## src/rtl/lbm_pkg.sv

```systemverilog
// rtl/lbm_pkg.sv - D2Q9 lattice constants, distribution word type and sweep FSM states
package lbm_pkg;

    localparam int Q          = 9;
    localparam int F_WIDTH    = 32;
    localparam int LBM_DEPTH  = 256;
    localparam int DIST_WIDTH = Q * F_WIDTH;

    typedef logic signed [DIST_WIDTH-1:0] dist_word_t;

    typedef enum logic [2:0] {
        ST_IDLE    = 3'd0,
        ST_READ    = 3'd1,
        ST_WAIT    = 3'd2,
        ST_ISSUE   = 3'd3,
        ST_COLLECT = 3'd4,
        ST_WRITE   = 3'd5,
        ST_DONE    = 3'd6
    } sweep_state_e;

endpackage

```

## src/rtl/lbm_sweep_controller_if.sv

```systemverilog
// rtl/lbm_sweep_controller_if.sv - distribution RAM port and collision-unit handshake bundle
interface lbm_sweep_controller_if
    import lbm_pkg::*;
#(
    parameter int ADDRESS_WIDTH = $clog2(LBM_DEPTH),
    parameter int DATA_WIDTH    = DIST_WIDTH
);

    logic [ADDRESS_WIDTH-1:0] ram_address;
    logic                     ram_we;
    logic [DATA_WIDTH-1:0]    ram_data_in;
    logic [DATA_WIDTH-1:0]    ram_data_out;

    logic                     col_in_valid;
    logic                     col_in_ready;
    logic [DATA_WIDTH-1:0]    col_in_data;
    logic [ADDRESS_WIDTH-1:0] col_in_addr;

    logic                     col_out_valid;
    logic                     col_out_ready;
    logic [DATA_WIDTH-1:0]    col_out_data;

    modport master (
        output ram_address, ram_we, ram_data_in,
        input  ram_data_out,
        output col_in_valid, col_in_data, col_in_addr,
        input  col_in_ready,
        input  col_out_valid, col_out_data,
        output col_out_ready
    );

    modport slave (
        input  ram_address, ram_we, ram_data_in,
        output ram_data_out,
        input  col_in_valid, col_in_data, col_in_addr,
        output col_in_ready,
        output col_out_valid, col_out_data,
        input  col_out_ready
    );

endinterface

```

## src/rtl/lbm_node_counter.sv

```systemverilog
// rtl/lbm_node_counter.sv - node address and sweep counters with wrap at DEPTH-1
module lbm_node_counter
    import lbm_pkg::*;
#(
    parameter int DEPTH         = LBM_DEPTH,
    parameter int ADDRESS_WIDTH = $clog2(DEPTH),
    parameter int STEP_WIDTH    = 16
) (
    input  logic                     clk_i,
    input  logic                     reset_i,
    input  logic                     clear_i,
    input  logic                     advance_i,
    input  logic [STEP_WIDTH-1:0]    num_steps_i,
    output logic [ADDRESS_WIDTH-1:0] addr_o,
    output logic [STEP_WIDTH-1:0]    step_count_o,
    output logic                     last_node_o,
    output logic                     last_step_o
);

    // Explicit compare so a non power-of-two lattice wraps correctly
    localparam logic [ADDRESS_WIDTH-1:0] LAST_ADDR = ADDRESS_WIDTH'(DEPTH - 1);

    logic [ADDRESS_WIDTH-1:0] addr_q, addr_d;
    logic [STEP_WIDTH-1:0]    step_q, step_d;
    logic [STEP_WIDTH-1:0]    step_inc;

    assign step_inc     = step_q + STEP_WIDTH'(1);
    assign last_node_o  = (addr_q == LAST_ADDR);
    assign last_step_o  = (step_inc == num_steps_i);
    assign addr_o       = addr_q;
    assign step_count_o = step_q;

    always_comb begin
        addr_d = addr_q;
        step_d = step_q;
        if (clear_i) begin
            addr_d = '0;
            step_d = '0;
        end else if (advance_i) begin
            if (last_node_o) begin
                addr_d = '0;
                step_d = step_inc;
            end else begin
                addr_d = addr_q + ADDRESS_WIDTH'(1);
            end
        end
    end

    always_ff @(posedge clk_i) begin
        if (reset_i) begin
            addr_q <= '0;
            step_q <= '0;
        end else begin
            addr_q <= addr_d;
            step_q <= step_d;
        end
    end

endmodule

```

## src/rtl/lbm_sweep_controller.sv

```systemverilog
// rtl/lbm_sweep_controller.sv - in-place D2Q9 collision sweep sequencer, one node in flight
// Optional LBM_SWEEP_CYCLE_COUNT_EN adds a saturating busy-cycle counter port.
module lbm_sweep_controller
    import lbm_pkg::*;
#(
    parameter int DEPTH         = LBM_DEPTH,
    parameter int ADDRESS_WIDTH = $clog2(DEPTH),
    parameter int DATA_WIDTH    = DIST_WIDTH,
    parameter int STEP_WIDTH    = 16
) (
    input  logic                  clk_i,
    input  logic                  reset_i,
    input  logic                  start_i,
    input  logic [STEP_WIDTH-1:0] num_steps_i,
    output logic                  busy_o,
    output logic                  done_o,
    output logic [STEP_WIDTH-1:0] step_count_o,
`ifdef LBM_SWEEP_CYCLE_COUNT_EN
    output logic [31:0]           cycle_count_o,
`endif
    lbm_sweep_controller_if.master bus
);

    sweep_state_e             state_q;
    logic                     busy_q;
    logic                     done_q;
    logic                     ram_we_q;
    logic                     col_in_valid_q;
    logic                     col_out_ready_q;
    logic [STEP_WIDTH-1:0]    num_steps_q;
    logic [DATA_WIDTH-1:0]    col_in_data_q;
    logic [DATA_WIDTH-1:0]    ram_data_in_q;

    logic                     start_accept;
    logic                     advance;
    logic [ADDRESS_WIDTH-1:0] addr;
    logic                     last_node;
    logic                     last_step;

    assign start_accept = (state_q == ST_IDLE) && start_i;
    assign advance      = (state_q == ST_WRITE);

    lbm_node_counter #(
        .DEPTH         (DEPTH),
        .ADDRESS_WIDTH (ADDRESS_WIDTH),
        .STEP_WIDTH    (STEP_WIDTH)
    ) u_node_counter (
        .clk_i        (clk_i),
        .reset_i      (reset_i),
        .clear_i      (start_accept),
        .advance_i    (advance),
        .num_steps_i  (num_steps_q),
        .addr_o       (addr),
        .step_count_o (step_count_o),
        .last_node_o  (last_node),
        .last_step_o  (last_step)
    );

    always_ff @(posedge clk_i) begin
        if (reset_i) begin
            state_q         <= ST_IDLE;
            busy_q          <= 1'b0;
            done_q          <= 1'b0;
            ram_we_q        <= 1'b0;
            col_in_valid_q  <= 1'b0;
            col_out_ready_q <= 1'b0;
            num_steps_q     <= '0;
            col_in_data_q   <= '0;
            ram_data_in_q   <= '0;
        end else begin
            case (state_q)
                ST_IDLE: begin
                    if (start_i) begin
                        num_steps_q <= num_steps_i;
                        if (num_steps_i == '0) begin
                            state_q <= ST_DONE;
                            done_q  <= 1'b1;
                        end else begin
                            state_q <= ST_READ;
                            busy_q  <= 1'b1;
                        end
                    end
                end
                ST_READ: begin
                    state_q <= ST_WAIT;
                end
                ST_WAIT: begin
                    col_in_data_q  <= bus.ram_data_out;
                    col_in_valid_q <= 1'b1;
                    state_q        <= ST_ISSUE;
                end
                ST_ISSUE: begin
                    if (bus.col_in_ready) begin
                        col_in_valid_q  <= 1'b0;
                        col_out_ready_q <= 1'b1;
                        state_q         <= ST_COLLECT;
                    end
                end
                ST_COLLECT: begin
                    if (bus.col_out_valid) begin
                        ram_data_in_q   <= bus.col_out_data;
                        col_out_ready_q <= 1'b0;
                        ram_we_q        <= 1'b1;
                        state_q         <= ST_WRITE;
                    end
                end
                ST_WRITE: begin
                    // Node counter advances on this same edge
                    ram_we_q <= 1'b0;
                    if (last_node && last_step) begin
                        state_q <= ST_DONE;
                        busy_q  <= 1'b0;
                        done_q  <= 1'b1;
                    end else begin
                        state_q <= ST_READ;
                    end
                end
                ST_DONE: begin
                    done_q  <= 1'b0;
                    state_q <= ST_IDLE;
                end
                default: begin
                    state_q <= ST_IDLE;
                end
            endcase
        end
    end

`ifdef LBM_SWEEP_CYCLE_COUNT_EN
    logic [31:0] cycle_count_q, cycle_count_d;

    always_comb begin
        cycle_count_d = cycle_count_q;
        if (start_accept) begin
            cycle_count_d = '0;
        end else if (busy_q && (cycle_count_q != '1)) begin
            cycle_count_d = cycle_count_q + 32'd1;
        end
    end

    always_ff @(posedge clk_i) begin
        if (reset_i) begin
            cycle_count_q <= '0;
        end else begin
            cycle_count_q <= cycle_count_d;
        end
    end

    assign cycle_count_o = cycle_count_q;
`endif

    assign busy_o            = busy_q;
    assign done_o            = done_q;
    assign bus.ram_address   = addr;
    assign bus.ram_we        = ram_we_q;
    assign bus.ram_data_in   = ram_data_in_q;
    assign bus.col_in_valid  = col_in_valid_q;
    assign bus.col_in_data   = col_in_data_q;
    assign bus.col_in_addr   = addr;
    assign bus.col_out_ready = col_out_ready_q;

endmodule

```

## src/flat_wrapper.sv

```systemverilog
// flat-port wrapper written by rule: the top's interface ports become plain ports
module lbm_sweep_controller_flat import lbm_pkg::*;
#(
    parameter int DEPTH         = LBM_DEPTH,
    parameter int ADDRESS_WIDTH = $clog2(DEPTH),
    parameter int DATA_WIDTH    = DIST_WIDTH,
    parameter int STEP_WIDTH    = 16
)
  (clk_i, reset_i, start_i, num_steps_i, busy_o, done_o, step_count_o, bus_ram_address, bus_ram_we, bus_ram_data_in, bus_ram_data_out, bus_col_in_valid, bus_col_in_data, bus_col_in_addr, bus_col_in_ready, bus_col_out_valid, bus_col_out_data, bus_col_out_ready);
  lbm_sweep_controller_if #(.ADDRESS_WIDTH(ADDRESS_WIDTH), .DATA_WIDTH(DATA_WIDTH)) bus_i ();
  input  logic clk_i;
  input  logic reset_i;
  input  logic start_i;
  input  logic [STEP_WIDTH-1:0] num_steps_i;
  output logic busy_o;
  output logic done_o;
  output logic [STEP_WIDTH-1:0] step_count_o;
  output wire logic [$bits(bus_i.ram_address)-1:0] bus_ram_address;
  output wire logic [$bits(bus_i.ram_we)-1:0] bus_ram_we;
  output wire logic [$bits(bus_i.ram_data_in)-1:0] bus_ram_data_in;
  input wire logic [$bits(bus_i.ram_data_out)-1:0] bus_ram_data_out;
  output wire logic [$bits(bus_i.col_in_valid)-1:0] bus_col_in_valid;
  output wire logic [$bits(bus_i.col_in_data)-1:0] bus_col_in_data;
  output wire logic [$bits(bus_i.col_in_addr)-1:0] bus_col_in_addr;
  input wire logic [$bits(bus_i.col_in_ready)-1:0] bus_col_in_ready;
  input wire logic [$bits(bus_i.col_out_valid)-1:0] bus_col_out_valid;
  input wire logic [$bits(bus_i.col_out_data)-1:0] bus_col_out_data;
  output wire logic [$bits(bus_i.col_out_ready)-1:0] bus_col_out_ready;
  assign bus_ram_address = bus_i.ram_address;
  assign bus_ram_we = bus_i.ram_we;
  assign bus_ram_data_in = bus_i.ram_data_in;
  assign bus_i.ram_data_out = bus_ram_data_out;
  assign bus_col_in_valid = bus_i.col_in_valid;
  assign bus_col_in_data = bus_i.col_in_data;
  assign bus_col_in_addr = bus_i.col_in_addr;
  assign bus_i.col_in_ready = bus_col_in_ready;
  assign bus_i.col_out_valid = bus_col_out_valid;
  assign bus_i.col_out_data = bus_col_out_data;
  assign bus_col_out_ready = bus_i.col_out_ready;
  lbm_sweep_controller #(.DEPTH(DEPTH), .ADDRESS_WIDTH(ADDRESS_WIDTH), .DATA_WIDTH(DATA_WIDTH), .STEP_WIDTH(STEP_WIDTH)) u_core (.clk_i(clk_i), .reset_i(reset_i), .start_i(start_i), .num_steps_i(num_steps_i), .busy_o(busy_o), .done_o(done_o), .step_count_o(step_count_o), .bus(bus_i));
endmodule
```

## config.mk

```make
export PLATFORM = sky130hd
export DESIGN_NAME = lbm_sweep_controller_flat
export DESIGN_NICKNAME = d
export VERILOG_FILES = /design/src/rtl/lbm_pkg.sv /design/src/rtl/lbm_sweep_controller_if.sv /design/src/rtl/lbm_node_counter.sv /design/src/rtl/lbm_sweep_controller.sv /design/src/flat_wrapper.sv
export SDC_FILE = /design/constraint.sdc
export NUM_CORES = 1
export LEC_CHECK = 0
export CAP_MARGIN = 10
export CORE_AREA = 2 2 466 468
export CTS_BUF_LIST = sky130_fd_sc_hd__clkbuf_2
export CTS_CLUSTER_DIAMETER = 150
export DETAILED_ROUTE_END_ITERATION = 7
export DIE_AREA = 0 0 468 470
export GPL_TIMING_DRIVEN = 0
export PLACE_DENSITY = 0.3
export SKIP_LAST_GASP = 1
export SYNTH_ARGS = -nofsm -noshare
export SYNTH_HDL_FRONTEND = slang
export SYNTH_SLANG_ARGS = --single-unit
```

## constraint.sdc

```tcl
create_clock -name clk_i -period 3.15 [get_ports clk_i]
set_clock_uncertainty 0.15 [all_clocks]
set_input_delay 0.63 -clock clk_i [delete_from_list [all_inputs] [get_ports clk_i]]
set_output_delay 0.63 -clock clk_i [all_outputs]
set_load 0.02 [all_outputs]
```

## Word level (Yosys, flattened, before mapping)

Index checks and enable logic that the tools add are counted.
W data, S select, Z words.

| word-level totals | value |
|---|---|
| register bits after elaboration | 624 |
| input bits | 597 |
| output and inout port bits | 613 |
| word-level logic and storage cells | 68 |

| cells by class | value |
|---|---|
| $add $sub $neg | 2 |
| eq/ne operators | 14 |
| mux-type cells | 22 |
| reductions and logical operators | 19 |

Operators with widths:

| operator | number |
|---|---|
| $pmux W3 S6 | 1 |
| $add A16 B1 Y16 const B | 1 |
| $eq A16 B16 Y1 | 1 |
| $logic_not A16 Y1 | 1 |
| $mux W3 | 5 |
| $ne A2 B2 Y1 const B | 6 |
| $mux W1 | 10 |
| $reduce_and A2 Y1 | 5 |
| $eq A3 B3 Y1 const B | 3 |
| $add A8 B1 Y8 const B | 1 |
| $eq A8 B8 Y1 const B | 1 |
| $mux W8 | 1 |
| $pmux W1 S2 | 4 |
| $reduce_and A4 Y1 | 2 |
| $reduce_bool A2 Y1 | 4 |
| $eq A3 B2 Y1 const B | 2 |
| $reduce_and A3 Y1 | 2 |
| $eq A3 B1 Y1 const B | 1 |
| $logic_not A3 Y1 | 1 |
| $pmux W1 S3 | 1 |
| $reduce_bool A3 Y1 | 1 |
| $logic_and A1 B1 Y1 | 2 |
| $reduce_or A2 Y1 | 1 |

## Longest topological paths before layout

| logic depth | value |
|---|---|
| depth after elaboration | 5 |
| depth in mapped cells | 8 |
| mapped depth without buffers | 7 |

## Hierarchy

From an unflattened synthesis, not the netlist that was laid out.

| second synthesis, totals | value |
|---|---|
| cell total of the unflattened synthesis | 2,821 |
| area, all modules | 22,178.8 um2 |

By module, submodules not included:

| module | instances | cells an instance | area each (um2) | sequential area each (um2) |
|---|---|---|---|---|
| lbm_sweep_controller | 1 | 2,632 | 20,679.8 | 12,011.5 |
| lbm_node_counter | 1 | 189 | 1,498.9 | 480.5 |

## Worst setup path before layout

OpenSTA, ideal clock, no wires.

| path | value |
|---|---|
| path kind | register to register |
| from | register u_core.u_node_counter.step_q[0], in the netlist u_core.u_node_counter.step_count_o[0] |
| to | register u_core.busy_q, in the netlist u_core.busy_o |
| setup time | 0.115 ns |
| data arrival time | 1.897 ns |
| data required time | 2.885 ns |
| slack | 0.988 ns |
| stages on the path, launching flop included | 8 |
| path buffers | 0 |
| period minus slack after synthesis | 2.162 ns |
| cell sequence | dfxtp_1 -> ha_1 -> nand4b_1 -> a211oi_1 -> nand4b_1 -> nor4_4 -> nand3_1 -> o21a_1 |

| between the ends | value |
|---|---|
| longest elaborated chain between the ends | 5 |

Ends and longest elaborated chain:

| element | line | text |
|---|---|---|
| start, declared | lbm_node_counter.sv:24 | `logic [STEP_WIDTH-1:0] step_q, step_d;` |
| start signal, assigned | lbm_node_counter.sv:55 | `step_q <= step_d;` |
| $add A16 B1 Y16 | lbm_node_counter.sv:27 | `assign step_inc = step_q + STEP_WIDTH'(1);` |
| $eq A16 B16 Y1 | lbm_node_counter.sv:29 | `assign last_step_o = (step_inc == num_steps_i);` |
| $logic_and A1 B1 Y1 | lbm_sweep_controller.sv:110 | `if (last_node && last_step) begin` |
| $ne A2 B2 Y1 (no line) | - |  |
| $reduce_and A4 Y1 (no line) | - |  |
| end signal, assigned | lbm_sweep_controller.sv:62 | `busy_q <= 1'b0;` |
| end signal, assigned | lbm_sweep_controller.sv:80 | `busy_q <= 1'b1;` |
| end signal, assigned | lbm_sweep_controller.sv:112 | `busy_q <= 1'b0;` |
| end, declared | lbm_sweep_controller.sv:25 | `logic busy_q;` |

No other way between the ends.
A chain may end at the register's enable or synchronous reset.

## Worst setup path in the final report

| path | value |
|---|---|
| from | register u_core.u_node_counter.addr_q[0], in the netlist u_core.u_node_counter.addr_o[0] |
| to | output port bus_ram_address[0] |

RTL lines:

| element | line | text |
|---|---|---|
| start, declared | lbm_node_counter.sv:23 | `logic [ADDRESS_WIDTH-1:0] addr_q, addr_d;` |
| start signal, assigned | lbm_node_counter.sv:54 | `addr_q <= addr_d;` |
| end, declared | flat_wrapper.sv:18 | `output wire logic [$bits(bus_i.ram_address)-1:0] bus_ram_address;` |

No word-level cell between the ends.

==> flow_summary.yaml <==
synthesis:
  ys_ff_latch: 624
  synth_ff_type: "dfxtp_1"
  ys.warnings.count: 0
  synth_commonest_cells: "1,207 x nand2_1, 624 x dfxtp_1, 604 x a21oi_1"
  synth_area_leaders: "dfxtp_1 56%, nand2_1 20%, a21oi_1 14%"
  postSynth.asyncResetShare: 0
  synth_compound_area_frac: 0.143
  synth_xor_area_frac: 0.0157
  synth_mux_area_frac: 0
  yosys.cell_count.top_type: "nand2_1"
  syn_nets: 3436
  yosysTopAreaCell: "dfxtp_1"
  synth_fa_ha_area_frac: 0.00214
  synth_top_area_share: 0.561
  yosys.area_share.simple: 0.237
  synthCells: 2836
  synth_area_sq_um: 22300
  synth_edf_count: 0
  synth_top_family_by_area: "simple AND/OR/NAND/NOR gates"
  yosysUniqueCellTypes: 56
  syn_area_per_cell_sq_um: 7.85
  ys_seq_area_frac: 0.561
setup_path:
  startpoint_type: "flop"
  r2r_slack_ns: 0.18
  reg2regPathDepth: 8
  cp.required_ns: 2.37
  crit_fanout: 3
  crit_chain: "buf_6, buf_6"
  reg2reg_from: "u_core.state_q[1]$_SDFFE_PP0P_"
  crit_slowest_cell: "dfxtp_4"
  critPathMaxStageDelay_ns: 0.38
  cp.arrival_ns: 2.27
  path_common_cell: "buf_6"
  reg2reg_to: "u_core.bus.col_in_data[201]$_SDFFE_PP0P_"
  worstSetupEndpointType: "output port"
  crit_type: "reg -> out"
floorplanning:
  die_w_microns: 468
  die_h_microns: 470
  coreArea_sq_um: 216000
  start_util: 0.103
  die_area_sq_um: 220000
  rows: 171
  num_io_pins: 1210
finish:
  syn_to_final_growth_pct: 147
  fin_nets: 6200
  drive_gt1_frac: 0.297
clock_tree:
  clock_latency_ns: 1.66
  cts.path.max_buffers: 3
  cts.sinks: 624
  clk_pin_slew_worst_paths_ns: 0.09
  cts_tree: "built"
  h-tree-depth: 4
  cts_root_buffer: "clkbuf_2"
  numCtsBuffers: 198
drt:
  vias: 30633
  drt-initial-drc-count: 1016
  wirelength_microns: 182000
  ant_nets: 0
  dr.pass1.iters: 5
  via_per_inst: 3.56
  routedWlPerCell_microns: 21.2
  drc: 0
timing:
  slew_headroom: 0.219
  fin_crit_ns: 3.05
  worst_pin_slew_ns: 1.17
  maxSlewViolCount: 0
  hold_viol: 0
  setup_viol: 0
  fin_crit_sh: 0.969
  rsz0062_at_grt: "true"
  setup_tns_ns: 0
  fmax_mhz: 328
power:
  p_per_area_nw_per_um2: 356
  total_leakage_power_nw: 20.8
  ir_drop_mv: 0.313
  power_mw: 19.6
worst_hold_path:
  hold_start: "u_core.bus.ram_data_in[273]$_SDFFE_PP0P_"
  holdCritPathClass: "reg -> reg"
  holdPathStages: 2
  min_to: "u_core.bus.ram_data_in[273]$_SDFFE_PP0P_"
placement:
  hpwl_microns: 145000
  place_congestion: 0.817
  portBuffers: 1209
global_route:
  grt_max_degree: 17
  antenna_found_initial: 54
  grt_first_pass_wirelength_microns: 249000
  grt.overflow.total: 0
  grt_pass1_vias: 32169
  grt.total_usage: 0.161
outcome:
  status: "complete, no violations"
job:
  max-cap-violations: 0
-- registers in the layout, summed over array words and instances (netlist names) --
register                            count
u_core.bus.ram_we                       1
u_core.state_q                          3
u_core.bus.col_in_data                288
u_core.num_steps_q                     16
u_core.busy_o                           1
u_core.bus.col_out_ready                1
u_core.u_node_counter.addr_o            8
u_core.done_o                           1
u_core.bus.ram_data_in                288
u_core.u_node_counter.step_count_o     16
u_core.bus.col_in_valid                 1
-- cells in the final DEF (no fill, tap or decap), types with 5 or more instances in the layout --
| cell type | n |
|---|---|
| a21oi_1 | 604 |
| buf_1 | 7 |
| buf_12 | 13 |
| buf_2 | 27 |
| buf_4 | 115 |
| buf_6 | 577 |
| buf_8 | 34 |
| clkbuf_1 | 150 |
| clkbuf_2 | 298 |
| clkdlybuf4s50_1 | 596 |
| clkinv_1 | 19 |
| dfxtp_1 | 19 |
| dfxtp_2 | 535 |
| dfxtp_4 | 70 |
| diode_2 | 28 |
| dlygate4sd3_1 | 1244 |
| nand2_1 | 1206 |
| nand3_1 | 11 |
| nand4_1 | 10 |
| nor2_1 | 36 |
| nor2b_1 | 5 |
| nor3_1 | 11 |
| nor4_1 | 6 |
| xnor2_1 | 22 |
| xor2_1 | 18 |
-- through the flow --
| stage | setup WS, ns | std cells | cell area, sq um | utilization | hold slack, ns |
|---|---|---|---|---|---|
| after global placement | -1.35 | 6899 | 37900 | 0.176 | 0.291 |
| after CTS | -0.332 | 8513 | 54300 | 0.252 | 0.0000648 |
| after detailed placement | -1.40 | 6899 | 37900 | 0.176 | 0.297 |
| after global routing | -0.279 | 8589 | 54900 | 0.254 | 0.127 |
| after floorplan | 0.988 | 2836 | 22300 | - | 0.298 |
| final | 0.0992 | 8597 | 54900 | 0.255 | 0.311 |
-- per-layer routing --
| layer | global-route usage | share of wire | wire length [microns] |
|---|---|---|---|
| met5 | 0 | 0.00074 | 134 |
| met4 | 0.0539 | 0.033 | 6090 |
| met3 | 0.0631 | 0.086 | 15700 |
| met2 | 0.272 | 0.47 | 86000 |
| met1 | 0.183 | 0.41 | 74300 |
-- worst max-delay path by stage --
| stage | endpoint | cells after the start | slack [ns] | startpoint |
|---|---|---|---|---|
| floorplan | u_core.busy_o$_SDFFE_PP0P_ | 7 | 0.99 | u_core.u_node_counter.step_count_o[0]$_SDFFE_PP0P_ |
| CTS | bus_ram_address[0] | 2 | -0.33 | u_core.u_node_counter.addr_o[0]$_SDFFE_PP0P_ |
| detailed placement | u_core.bus.ram_data_in[155]$_SDFFE_PP0P_ | 6 | -1.40 | reset_i |
| global placement | u_core.bus.ram_data_in[45]$_SDFFE_PP0P_ | 6 | -1.35 | reset_i |
| global route | bus_ram_address[0] | 2 | -0.28 | u_core.u_node_counter.addr_o[0]$_SDFFE_PP0P_ |
| finish | bus_ram_address[0] | 2 | 0.1 | u_core.u_node_counter.addr_o[0]$_SDFFE_PP0P_ |
-- layout make-up --
class,instances,area (sq um)
tap,2854,3570
multi-input combinational,1994,8850
antenna,28,70.1
buffer,217,988
sequential,624,13400
timing repair buffer,2564,26400
clock buffer,284,1420
clock inverter,31,175
inverter,1,3.75
fill,23916,161000
-- worst max-delay path: cells and delay by family, from the launching register on --
kind / cells / cell delay [ns]
buffers and inverters: 2 / 0.23
DFF: 1 / 0.38
-- logic make-up (layout without fill, tap and decap cells) --
kind of cell / count (synthesis) / after routing
simple gates: 1324 / 1324
other cells: 0 / 28
buf+inv: 218 / 3097
xor+xnor: 40 / 40
fa+ha+maj: 4 / 4
flops: 624 / 624
compound gates: 626 / 626
-- report_power, final --
group	switching (mW)	internal [mW]	total, mW
Sequential	0.241	8.17	8.41
Clock	4.14	2.47	6.61
Combinational	2.03	2.51	4.54
-- repair_timing --
item / 4_1_cts / 5_1_grt
hold buffers: 1244 / 0
endpoints found under the setup margin: 892 / 646
setup buffers: 55 / 56
resized for setup: 4731 / 36
endpoints found under the hold margin: 613 / 0
No activity file was read; power rests on OpenSTA's default activity.
